<file path="src/rtl/dmux_4way.sv">
// 1-to-4 demultiplexer: routes `in` to one of a/b/c/d selected by `sel`, qualified by in_valid.
// REGISTERED=1 adds one retiming register stage with synchronous reset.
module dmux_4way #(
  parameter int unsigned WIDTH      = 1,
  parameter bit          REGISTERED = 1'b1
) (
  input  logic             clk,
  input  logic             rst,
  input  logic             in_valid,
  input  logic [WIDTH-1:0] in,
  input  logic [1:0]       sel,
  output logic [WIDTH-1:0] a,
  output logic [WIDTH-1:0] b,
  output logic [WIDTH-1:0] c,
  output logic [WIDTH-1:0] d,
  output logic             out_valid,
  output logic [3:0]       sel_onehot
);

  if (REGISTERED) begin : g_reg
    logic [3:0]       hit;
    logic [WIDTH-1:0] a_q, b_q, c_q, d_q;
    logic             valid_q;
    logic [3:0]       onehot_q;

    // Unknown sel or in_valid falls through to the all-zero default, so nothing is registered.
    always_comb begin
      hit = 4'b0000;
      if (in_valid) begin
        case (sel)
          2'b00:   hit = 4'b0001;
          2'b01:   hit = 4'b0010;
          2'b10:   hit = 4'b0100;
          2'b11:   hit = 4'b1000;
          default: hit = 4'b0000;
        endcase
      end
    end

    always_ff @(posedge clk) begin
      if (rst) begin
        a_q      <= '0;
        b_q      <= '0;
        c_q      <= '0;
        d_q      <= '0;
        valid_q  <= 1'b0;
        onehot_q <= 4'b0000;
      end else begin
        a_q      <= in & {WIDTH{hit[0]}};
        b_q      <= in & {WIDTH{hit[1]}};
        c_q      <= in & {WIDTH{hit[2]}};
        d_q      <= in & {WIDTH{hit[3]}};
        valid_q  <= |hit;
        onehot_q <= hit;
      end
    end

    assign a          = a_q;
    assign b          = b_q;
    assign c          = c_q;
    assign d          = d_q;
    assign out_valid  = valid_q;
    assign sel_onehot = onehot_q;
  end else begin : g_comb
    logic [3:0] term;
    logic       unused_clk_rst;

    assign term[0] = in_valid & ~sel[1] & ~sel[0];
    assign term[1] = in_valid & ~sel[1] &  sel[0];
    assign term[2] = in_valid &  sel[1] & ~sel[0];
    assign term[3] = in_valid &  sel[1] &  sel[0];

    assign a          = in & {WIDTH{term[0]}};
    assign b          = in & {WIDTH{term[1]}};
    assign c          = in & {WIDTH{term[2]}};
    assign d          = in & {WIDTH{term[3]}};
    assign out_valid  = in_valid;
    assign sel_onehot = term;

    // clk/rst exist only for a uniform interface in this variant.
    assign unused_clk_rst = clk ^ rst;
  end

endmodule

</file>
<file path="config.mk">
export PLATFORM = sky130hd
export DESIGN_NAME = dmux_4way
export DESIGN_NICKNAME = d
export VERILOG_FILES = /design/src/rtl/dmux_4way.sv
export SDC_FILE = /design/constraint.sdc
export NUM_CORES = 1
export LEC_CHECK = 0
export ABC_AREA = 1
export CAP_MARGIN = 15
export CORE_AREA = 3 3 40 42
export DETAILED_ROUTE_END_ITERATION = 7
export DIE_AREA = 0 0 43 45
export PLACE_DENSITY_LB_ADDON = 0.25
export SETUP_SLACK_MARGIN = 0.1
export SYNTH_ARGS = -nofsm -noshare
export SYNTH_HDL_FRONTEND = slang
export SYNTH_SLANG_ARGS = --single-unit
</file>
<file path="constraint.sdc">
create_clock -name clk -period 1.1 [get_ports clk]
set_clock_uncertainty 0.2 [all_clocks]
set_input_delay 0.22 -clock clk [delete_from_list [all_inputs] [get_ports clk]]
set_output_delay 0.22 -clock clk [all_outputs]
set_load 0.005 [all_outputs]
</file>
Word level (Yosys, flattened, before mapping)
Index checks and enable logic that the tools add are counted.

Register bits: 9. Input bits: 6. Output and inout port bits: 9. Word-level logic and storage cells: 17.

Eq/ne operators: 3. Multiplexer cells: 2. Bitwise logic cells: 4. Reductions and logical operators: 2.

Operators with widths (number): case mux 4 bit (4 select lines) (1); AND 1 bit (4); equality test 2 bit, second input constant (2); two-way mux 4 bit (1); OR reduction 4 bit (1); equality test 2 x 1 -> 1 bit, second input constant (1); zero test 2 bit (1).

Logic depth before layout (Yosys ltp)
Gate-level depths: netlist (run 1).

Word-level depth: 4. Depth in mapped cells: 4. Gate-level depth less buffers: 4.

Least setup slack after synthesis (run 1)
OpenSTA, ideal clock, no wires.

Path type: input -> register. Start point: in in_valid. End point: reg g_reg.a_q, in the netlist a. Library setup time: 0.064 ns. Arrival: 0.480 ns. Path slack: 0.357 ns. Stages on the path: 4. Path buffers: 0. Cell sequence: inv_1 -> nor2_4 -> nand2_1 -> nor2_1.

Cells in the longest elaborated chain, start to end: 2.

Ends and longest elaborated chain: start: declaration (line 9) `input logic in_valid,`; two-way mux 4 bit (line 29) `if (in_valid) begin`; AND 1 bit (line 49) `a_q <= in & {WIDTH{hit[0]}};`; end signal: assignment (line 49); end: declaration (line 22) `logic [WIDTH-1:0] a_q, b_q, c_q, d_q;`.

No other way between the ends. A chain may end at the register's enable or synchronous reset.

Worst setup path in the final report (run 1)
Start point: reg g_reg.onehot_q[1], in the netlist sel_onehot[1]. End point: out sel_onehot[1].

RTL lines: start: declaration (line 24) `logic [3:0] onehot_q;`; start signal: assignment (line 54) `onehot_q <= hit;`; end: declaration (line 17) `output logic [3:0] sel_onehot`.

No word-level cell between the ends.

==> results.cfg, run 1 <==
[logic_synthesis]
synth_top_family_by_area = simple AND/OR/NAND/NOR gates
yosys-mux-area-fraction_pct = 0
synth-compound-area-share_pct = 0
number_of_nets_in_the_synthesized_netlist = 37
synth-edff-count = 0
synth_top_flop_cell = dfxtp_1
synthesis.yosys.warnings = 0
synth-simple-area-share_pct = 22.6
synthXorXnorAreaFrac_pct = 0
seq_area_frac_synth_pct = 66.4
netlist-cell-type-count = 6
synthMostInstantiatedCell = dfxtp_1
syn-instance-count = 31
post_synth_fa_ha_maj_area_fraction_pct = 0
synth_area_per_inst_sq_um = 8.76
synth-async-reset-ratio_pct = 0
yosys-top-cells-count = dfxtp_1 (9), inv_1 (8), nor2_1 (7)
synthDominantCellAreaShare_pct = 66.4
post_synth_instance_area_sq_um = 272
synth-seq-cells = 9
synthDominantAreaCellType = dfxtp_1
synth_top_cells_by_area = dfxtp_1 (66%), inv_1 (11%), nor2_1 (9.7%), nand2_1 (6.9%), nor2_4 (4.1%)

[drt]
route.antenna.remaining_nets = 0
drc_errors = 0
drt_pre_antenna_iters = 4
detailed_route_wl_um = 513
avgRoutedWirePerCell_um = 8.02
dr_total_vias = 228
first_iter_violations = 4
detail_route.vias_per_cell = 3.56

[run]
max_cap_viol_count = 0

[sta]
tightest_slew_ns = 0.146
number_of_max_slew_violations_in_the_final_report = 0
post-route-period-util_pct = 99.5
timing.final.ws_setup_ns = 0.00562
report.final.setup_viol = 0
layout_min_cycle_time_ns = 1.09
hold_violations = 0
rsz0062_at_grt = yes
maxSlewHeadroom_pct = 90.3
timing.fmax_mhz = 914

[place]
port-buffer-count = 14
dpl.hpwl_um = 384
gpl.final_weighted_congestion = 0.702
post_dp_cell_area_sq_um = 430
placement.setup.worst_slack_ns = -0.214
numPlacedInstances = 60

[floorplan]
die_h_um = 45
die_x_um = 43
die_area_sq_mm = 0.00194
io_pins = 15
core.rowCount = 13
floorplan.initialDensity_pct = 21.1
coreArea_sq_mm = 0.00128

[finish]
postLayoutCoreUtil_pct = 32.9
syn2layout_area_growth_pct = 55.8
final_design_area_no_fill_sq_um = 423
instances_no_fill = 64
layout_nets = 56
diodes = 0
post_route_cells_drive_above_1_share_pct = 36.7

[setup_path]
timing.critical_path.slowest_stage_cell = dfxtp_2
critPathKind = reg2out
path_cells = buf_6
cp.buffers_inverters = 1
max_stage_delay_ns = 0.32
crit_path_start_kind = flip-flop
top_delay_family_on_crit_path = flip-flops
wp_data_required_ns = 0.68
worstSetupEndpointType = primary output
cp.arrival_ns = 0.67
crit_path_max_fanout = 1

[clocking]
clkTransAtPathRegs_ns = 0.06
cts_inserted_buffers = 3
ctsRootBufferMaster = clkbuf_4
htree_levels = 1
numClockSinks = 9
holdBufCountCts = 0
cts_max_path_buffers = 2
postCtsSetupRepairBufs = 0
tritoncts = built

[run_status]
outcome = completed

[pwr]
report.power.total_w = 0.000627
leakage_power_nw = 0.251
p_per_area_mw_per_mm2 = 1480
irDropWorstVdd_v = 0.000406

[grt]
antenna_found_initial = 0
globalRouteTotalUtil_pct = 6.93
global_route.overflow_total = 0
grt_start_max_net_pins = 6
grt_pass1_vias = 210
grt_first_pass_wirelength_um = 862

[worst_hold_path]
hold_depth = 2
hold_path_class = in2reg
hold_path_startpoint = rst
worst_hold_endpoint = out_valid$_SDFF_PP0_
==> how the worst max path moves through the flow <==
stage / end / cells past startpoint / start / slack (ns)
6_report: sel_onehot[1] / 1 / sel_onehot[1]$_SDFF_PP0_ / 0.006
5_1_grt: sel_onehot[1] / 1 / sel_onehot[1]$_SDFF_PP0_ / -0.03
4_1_cts: sel_onehot[1] / 1 / sel_onehot[1]$_SDFF_PP0_ / -0.01
3_5_place_dp: a$_SDFF_PP0_ / 5 / in_valid / -0.21
3_3_place_gp: c$_SDFF_PP0_ / 5 / sel[1] / -0.19
2_1_floorplan: a$_SDFF_PP0_ / 4 / in_valid / 0.36
==> cell type report <==
type	count	area, sq um
fill	162	862
sequential	9	184
timing repair buffer	14	100
multi-input combinational	14	63.8
inverter	8	30.0
clock buffer	4	26.3
tap	15	18.8
==> kinds of logic (layout without fill, tap and decap cells) <==
| kind of cell | after synthesis | count (layout) |
|---|---|---|
| buf+inv | 8 | 26 |
| flops | 9 | 9 |
| simple gates | 14 | 14 |
==> metal layers <==
| layer | part of all wire, % | track usage [%] | up-vias |
|---|---|---|---|
| met3 | 10 | 3.59 | 2 |
| met4 | 3.1 | 9.04 | 0 |
| met2 | 49 | 9.28 | 10 |
| li1 | - | - | 125 |
| met1 | 37 | 6.81 | 91 |
| met5 | 0 | 0 | - |
==> timing repair <==
| item | CTS | global route |
|---|---|---|
| endpoints found under the setup margin | 13 | 13 |
| resized for setup | 42 | 4 |
| pin swaps | 1 | 1 |
| endpoints found under the hold margin | 0 | 0 |
==> state kept, by name, indices dropped and copies added, names as in the netlist <==
| name | flops |
|---|---|
| a | 1 |
| c | 1 |
| out_valid | 1 |
| sel_onehot | 4 |
| b | 1 |
| d | 1 |
==> placed cells by master (no fill, tap or decap), types with 3 or more instances in the layout <==
cell type / netlist / routed
inv_1: 8 / 7
buf_2: 0 / 8
dfxtp_2: 0 / 3
nor2_1: 7 / 7
dlygate4sd2_1: 0 / 3
nand2_1: 5 / 4
clkbuf_4: 0 / 3
dfxtp_1: 9 / 6
==> report_power, final <==
part / switching (W) / internal, W
registers: 0.00000198 / 0.000335
logic: 0.0000237 / 0.0000243
clock network: 0.000103 / 0.000139
total: 0.000129 / 0.000498
==> per-stage QoR <==
stage | TNS [ns] | hold slack, ns
4_1_cts | -0.0169 | 0.169
5_1_grt | -0.187 | 0.00916
6_report | 0 | 0.0244
3_3_place_gp | -2.17 | 0.620
2_1_floorplan | 0 | 0.0958
3_5_place_dp | -2.27 | 0.625
Note: power is estimated with default switching activity, not from simulation.
==> run 2, diff against run 1 <==
- CTS_CLUSTER_DIAMETER: default -> 50
==> results of run 2 <==
The final DEF is identical to that of run 1; final timing and power are the same.
